<file path="config.mk">
export PLATFORM = sky130hd
export DESIGN_NAME = mem_arbiter_flat
export DESIGN_NICKNAME = d
export VERILOG_FILES = /design/src/rtl/mem_arbiter_if.sv /design/src/rtl/mem_arbiter.sv /design/src/flat_wrapper.sv
export SDC_FILE = /design/constraint.sdc
export NUM_CORES = 2
export LEC_CHECK = 0
export ABC_AREA = 0
export BUFFER_PORTS_ARGS = -buffer_cell sky130_fd_sc_hd__buf_2
export CAP_MARGIN = 20
export CORE_AREA = 3 3 607 609
export DETAILED_ROUTE_END_ITERATION = 8
export DIE_AREA = 0 0 610 612
export GPL_TIMING_DRIVEN = 0
export PLACE_DENSITY = 0.35
export SYNTH_ARGS = -nofsm -noshare
export SYNTH_HDL_FRONTEND = slang
export SYNTH_SLANG_ARGS = --single-unit
</file>
<file path="constraint.sdc">
create_clock -name clk -period 53.8 [get_ports clk]
set_input_delay 8.07 -clock clk [delete_from_list [all_inputs] [get_ports clk]]
set_output_delay 8.07 -clock clk [all_outputs]
set_load 0.1 [all_outputs]
</file>
<file path="src/rtl/mem_arbiter_if.sv">
// mem_arbiter_if: requester-side and main-memory-side signals of mem_arbiter
interface mem_arbiter_if #(
  parameter int LINE_ADDR_LEN = 3,
  parameter int ADDR_LEN = 10
);
  localparam int LINE_W = 32 << LINE_ADDR_LEN;
  logic p0_rd_req, p0_wr_req, p1_rd_req, p1_wr_req;
  logic [ADDR_LEN-1:0] p0_addr, p1_addr, mem_addr;
  logic [LINE_W-1:0] p0_wr_line, p1_wr_line, p0_rd_line, p1_rd_line;
  logic [LINE_W-1:0] mem_wr_line, mem_rd_line;
  logic p0_gnt, p1_gnt, mem_rd_req, mem_wr_req, mem_gnt, busy;
  modport slave (
    input p0_rd_req, p0_wr_req, p0_addr, p0_wr_line,
    input p1_rd_req, p1_wr_req, p1_addr, p1_wr_line,
    input mem_rd_line, mem_gnt,
    output p0_gnt, p0_rd_line, p1_gnt, p1_rd_line,
    output mem_rd_req, mem_wr_req, mem_addr, mem_wr_line, busy
  );
  modport master (
    output p0_rd_req, p0_wr_req, p0_addr, p0_wr_line,
    output p1_rd_req, p1_wr_req, p1_addr, p1_wr_line,
    output mem_rd_line, mem_gnt,
    input p0_gnt, p0_rd_line, p1_gnt, p1_rd_line,
    input mem_rd_req, mem_wr_req, mem_addr, mem_wr_line, busy
  );
endinterface

</file>
<file path="src/rtl/mem_arbiter.sv">
// mem_arbiter: two-port line arbiter for one slow main memory; MEM_ARBITER_FIXED_PRIO_EN gives p1 fixed priority instead of round-robin
module mem_arbiter #(
  parameter int LINE_ADDR_LEN = 3,
  parameter int ADDR_LEN = 10
) (
  input logic clk,
  input logic rst,
  mem_arbiter_if.slave bus
);
  localparam int LINE_W = 32 << LINE_ADDR_LEN;
  typedef enum logic {IDLE, BUSY} state_t;
  state_t state, state_nxt;
  logic req0, req1, sel, sel_wr, start, done, act;
  logic owner, op_wr;
  logic [ADDR_LEN-1:0] addr_q;
  logic [LINE_W-1:0] line_q, rd0_q, rd1_q;
  assign req0 = bus.p0_rd_req | bus.p0_wr_req;
  assign req1 = bus.p1_rd_req | bus.p1_wr_req;
  assign act = state == BUSY;
  assign start = state == IDLE && (req0 || req1);
  assign done = act && bus.mem_gnt;
  assign sel_wr = sel ? bus.p1_wr_req : bus.p0_wr_req;
`ifdef MEM_ARBITER_FIXED_PRIO_EN
  assign sel = req1;
`else
  logic last_owner;
  assign sel = req0 && req1 ? ~last_owner : req1;
  // remember who started the latest transfer so contention alternates
  always_ff @(posedge clk or posedge rst)
    if (rst) last_owner <= 1'b1;
    else if (start) last_owner <= sel;
`endif
  // state register
  always_ff @(posedge clk or posedge rst)
    if (rst) state <= IDLE;
    else state <= state_nxt;
  // next state: any request starts a transfer, mem_gnt ends it
  always_comb begin
    state_nxt = state == IDLE ? (req0 || req1 ? BUSY : IDLE) : (bus.mem_gnt ? IDLE : BUSY);
  end
  // capture the winning request; writes win over reads on the same port
  always_ff @(posedge clk or posedge rst)
    if (rst) begin
      owner <= 1'b0;
      op_wr <= 1'b0;
      addr_q <= '0;
      line_q <= '0;
    end else if (start) begin
      owner <= sel;
      op_wr <= sel_wr;
      addr_q <= sel ? bus.p1_addr : bus.p0_addr;
      line_q <= sel_wr ? (sel ? bus.p1_wr_line : bus.p0_wr_line) : '0;
    end
  // read completions land in the owner's line register only
  always_ff @(posedge clk or posedge rst)
    if (rst) begin
      rd0_q <= '0;
      rd1_q <= '0;
    end else if (done && !op_wr) begin
      if (owner) rd1_q <= bus.mem_rd_line;
      else rd0_q <= bus.mem_rd_line;
    end
  // outputs: memory side only from registered values and only while busy
  always_comb begin
    bus.busy = act;
    bus.mem_rd_req = act && !op_wr;
    bus.mem_wr_req = act && op_wr;
    bus.mem_addr = act ? addr_q : '0;
    bus.mem_wr_line = act ? line_q : '0;
    bus.p0_gnt = done && !owner;
    bus.p1_gnt = done && owner;
    bus.p0_rd_line = rd0_q;
    bus.p1_rd_line = rd1_q;
  end
endmodule

</file>
<file path="src/flat_wrapper.sv">
// flat-port wrapper written by rule: the top's interface ports become plain ports
module mem_arbiter_flat 
#(
  parameter int LINE_ADDR_LEN = 3,
  parameter int ADDR_LEN = 10
)
  (clk, rst, bus_p0_rd_req, bus_p0_wr_req, bus_p0_addr, bus_p0_wr_line, bus_p1_rd_req, bus_p1_wr_req, bus_p1_addr, bus_p1_wr_line, bus_mem_rd_line, bus_mem_gnt, bus_p0_gnt, bus_p0_rd_line, bus_p1_gnt, bus_p1_rd_line, bus_mem_rd_req, bus_mem_wr_req, bus_mem_addr, bus_mem_wr_line, bus_busy);
  mem_arbiter_if #(.LINE_ADDR_LEN(LINE_ADDR_LEN), .ADDR_LEN(ADDR_LEN)) bus_i ();
  input logic clk;
  input logic rst;
  input wire logic [$bits(bus_i.p0_rd_req)-1:0] bus_p0_rd_req;
  input wire logic [$bits(bus_i.p0_wr_req)-1:0] bus_p0_wr_req;
  input wire logic [$bits(bus_i.p0_addr)-1:0] bus_p0_addr;
  input wire logic [$bits(bus_i.p0_wr_line)-1:0] bus_p0_wr_line;
  input wire logic [$bits(bus_i.p1_rd_req)-1:0] bus_p1_rd_req;
  input wire logic [$bits(bus_i.p1_wr_req)-1:0] bus_p1_wr_req;
  input wire logic [$bits(bus_i.p1_addr)-1:0] bus_p1_addr;
  input wire logic [$bits(bus_i.p1_wr_line)-1:0] bus_p1_wr_line;
  input wire logic [$bits(bus_i.mem_rd_line)-1:0] bus_mem_rd_line;
  input wire logic [$bits(bus_i.mem_gnt)-1:0] bus_mem_gnt;
  output wire logic [$bits(bus_i.p0_gnt)-1:0] bus_p0_gnt;
  output wire logic [$bits(bus_i.p0_rd_line)-1:0] bus_p0_rd_line;
  output wire logic [$bits(bus_i.p1_gnt)-1:0] bus_p1_gnt;
  output wire logic [$bits(bus_i.p1_rd_line)-1:0] bus_p1_rd_line;
  output wire logic [$bits(bus_i.mem_rd_req)-1:0] bus_mem_rd_req;
  output wire logic [$bits(bus_i.mem_wr_req)-1:0] bus_mem_wr_req;
  output wire logic [$bits(bus_i.mem_addr)-1:0] bus_mem_addr;
  output wire logic [$bits(bus_i.mem_wr_line)-1:0] bus_mem_wr_line;
  output wire logic [$bits(bus_i.busy)-1:0] bus_busy;
  assign bus_i.p0_rd_req = bus_p0_rd_req;
  assign bus_i.p0_wr_req = bus_p0_wr_req;
  assign bus_i.p0_addr = bus_p0_addr;
  assign bus_i.p0_wr_line = bus_p0_wr_line;
  assign bus_i.p1_rd_req = bus_p1_rd_req;
  assign bus_i.p1_wr_req = bus_p1_wr_req;
  assign bus_i.p1_addr = bus_p1_addr;
  assign bus_i.p1_wr_line = bus_p1_wr_line;
  assign bus_i.mem_rd_line = bus_mem_rd_line;
  assign bus_i.mem_gnt = bus_mem_gnt;
  assign bus_p0_gnt = bus_i.p0_gnt;
  assign bus_p0_rd_line = bus_i.p0_rd_line;
  assign bus_p1_gnt = bus_i.p1_gnt;
  assign bus_p1_rd_line = bus_i.p1_rd_line;
  assign bus_mem_rd_req = bus_i.mem_rd_req;
  assign bus_mem_wr_req = bus_i.mem_wr_req;
  assign bus_mem_addr = bus_i.mem_addr;
  assign bus_mem_wr_line = bus_i.mem_wr_line;
  assign bus_busy = bus_i.busy;
  mem_arbiter #(.LINE_ADDR_LEN(LINE_ADDR_LEN), .ADDR_LEN(ADDR_LEN)) u_core (.clk(clk), .rst(rst), .bus(bus_i));
endmodule
</file>
==> flow_summary.ini <==
[timing]
timing.final.crit_share_pct = 32.1
finClkSkew_ns = 0.0570
finalSetupViolCount = 0
period_minus_slack_ns = 17.27
finalMaxSlewViolations = 0
tightestPinTransition_ns = 1.04
report.final.hold_viol_count = 0
fin_tns_setup_ns = 0
worst_slew_margin_rel_pct = 30.9
fmax_mhz = 57.9
whs_ns = 0.472
rsz0062_at_grt = no

[setup_path]
path_cells = buf_2, nand2_1, nor2_1, buf_2
critical_path.startpoint_type = input port
crit_path_frequent_cell = buf_2
critPathMaxFanout = 4
critPathTopFamily = buffers and inverters
crit_path_start = bus_mem_gnt
worstSetupPathType = input port to output pin
cp.arrival_ns = 9.20
worstPathRequired_ns = 45.73
worst-path-buf-inv = 2
critPathCaptureType = output pin
cp_slowest_cell = buf_2
r2r_start = u_core.bus.busy$_DFF_PP0_
slowest_delay_ns = 0.49

[clock_network]
clk_pin_slew_ns = 0.05
post_cts_resized = 0
cts.sinks = 782
hold_buffers = 0
clock_path_buffers = 4
cts_buffers = 111
cts_setup_buffers = 0
cts_root_buffer = clkbuf_16
cts_tree = yes
clock_latency_ns = 0.84
cts_max_level = 3

[floorplanning]
initial_core_util_pct = 9.12
coreArea_um2 = 363000
die_h_um = 612
die_w_um = 610
die_area_um2 = 373000
io_pins = 1578
placementRows = 221

[placement]
dpl_cell_area_um2 = 47200
dp_hpwl_um = 237000
port_buffers = 1577
gp_congestion = 0.930

[grt]
grt_remaining_overflow = 0
grt_use_met2_pct = 25.6
met1_usage_pct = 15.5
grt_pass1_vias = 30400
grt.busiest_layer = met2
grt_max_degree = 114
antenna_found_initial = 193
use_met3_pct = 4.51
grtUsageTotal_pct = 14.0
grt_pass1_wl_um = 341000

[logic_synthesis]
avgSynthCellArea_um2 = 12.9
synth-seq-cells = 782
yosys-top-cells-area = dfrtp_1, mux2_2, mux2i_1, and2_1, o21ai_0
syn_inst = 2570
synth_top_area_share_pct = 59.1
synth_area_um2 = 33100
yosysTopAreaCell = dfrtp_1
yosysSeqAreaShare_pct = 59.1
yosysUniqueCellTypes = 25
syn_nets = 3365
yosysWarnings = 0

[status]
outcome = completed

[detailed_routing]
drc = 0
vias = 28900
drt_wl_total_um = 271000
wl_per_cell_um = 29.4
viasPerCell = 3.13
detail_route.first_pass.iterations = 5
ant_nets = 0
drt_iter0_drc = 1644

[hold_path]
min_from = u_core.line_q[95]$_DFFE_PP0P_
hp-class = flop to flop

[finish]
drive_gt1_share_pct = 54.7
design_area_um2 = 51100
utilization_pct = 14.1
syn_to_final_growth_pct = 54.3
num-nets-final = 5065

[flow_run]
maxCapViolCount = 0

[power_and_ir_drop]
leakagePower_nw = 23.8
max-vdd-ir-drop_uv = 35.2
power-per-cell-area_nw_per_um2 = 83.6
totalPowerFinal_mw = 4.27
==> cells in the mapped netlist (all sizes together) <==
cell,n
inv,2
nand2,273
o21ai,259
buf,94
a21oi,22
and3,1
clkbuf,80
dfrtp,781
nor3,1
a311o,1
nor2b,1
or2,1
nor2,14
a21o,1
dfstp,1
mux2,512
and2,268
nand2b,1
o41a,1
mux2i,256
==> power by group <==
group	leakage [nW]	switching [mW]	internal [mW]	total [mW]
sequential	9.53	0.128	0.823	0.951
combinational	12.5	2.18	0.382	2.56
clock	1.79	0.314	0.445	0.758
total	23.8	2.62	1.65	4.27
==> cells in the final DEF, fill, tap and decap left out, types with 22 or more instances in the layout <==
master / count
clkbuf_8: 22
buf_2: 1641
nand2_1: 272
buf_6: 22
and2_1: 268
mux2_2: 512
dfrtp_1: 781
o21ai_0: 255
clkbuf_1: 92
clkbuf_16: 111
diode_2: 70
a21oi_1: 22
mux2i_1: 256
==> cells by family after synthesis <==
group                  after synthesis  synth area share, %
AND/OR/NAND/NOR                    560                 8.45
buffers and inverters              176                 2.90
multiplexers                       768                 25.2
flip-flops                         782                 59.1
AO/OA/AOI/OAI                      284                 4.34
==> state kept, by name, indices dropped and copies added, names as in the netlist <==
name,count
u_core.bus.busy,1
u_core.owner,1
u_core.bus.p0_rd_line,256
u_core.op_wr,1
u_core.last_owner,1
u_core.line_q,256
u_core.addr_q,10
u_core.bus.p1_rd_line,256
==> routing by layer <==
metal	routed length, um	up-vias
met3	21300	477
met2	140000	1265
met1	101000	14700
met5	564	-
li1	-	12300
met4	8070	88
==> final timing paths <==
| check | endpoint | slack, ns | cells past startpoint |
|---|---|---|---|
| setup / recovery | bus_p0_gnt | 36.53 | 4 |
| hold / removal | u_core.line_q[95]$_DFFE_PP0P_ | 0.47 | 2 |
| setup reg to reg | u_core.bus.p0_rd_line[0]$_DFFE_PP0P_ | 50.33 | 5 |
| hold reg to reg | u_core.line_q[95]$_DFFE_PP0P_ | 0.47 | 2 |
| max in group asynchronous | u_core.bus.p1_rd_line[80]$_DFFE_PP0P_ | 44.30 | 6 |
| min in group asynchronous | u_core.line_q[212]$_DFFE_PP0P_ | 7.21 | 2 |
==> worst min-delay path, cell delays in order (launching register included) <==
cell and delay (ns):
dfrtp_1 0.33, nand2_1 0.04, o21ai_0 0.06
==> area by class of cell <==
type / instances / area, um2
diodes: 70 / 175
plain buffers: 174 / 955
clock buffers: 166 / 3200
clock inverters: 32 / 444
fillers: 41200 / 312000
inverters: 2 / 15.0
multi-input cells: 1612 / 12600
flip-flops and latches: 782 / 19600
well taps: 4794 / 6000
repair buffers: 1587 / 8140
==> metrics by stage <==
| step | setup slack [ns] | std cells |
|---|---|---|
| after floorplan | 23.78 | 2570 |
| after global placement | 11.27 | 8941 |
| after detailed placement | 36.53 | 8951 |
| after CTS | 36.52 | 9149 |
| after global routing | 36.49 | 9180 |
| final | 36.53 | 9219 |
No activity file was read; power rests on OpenSTA's default activity.
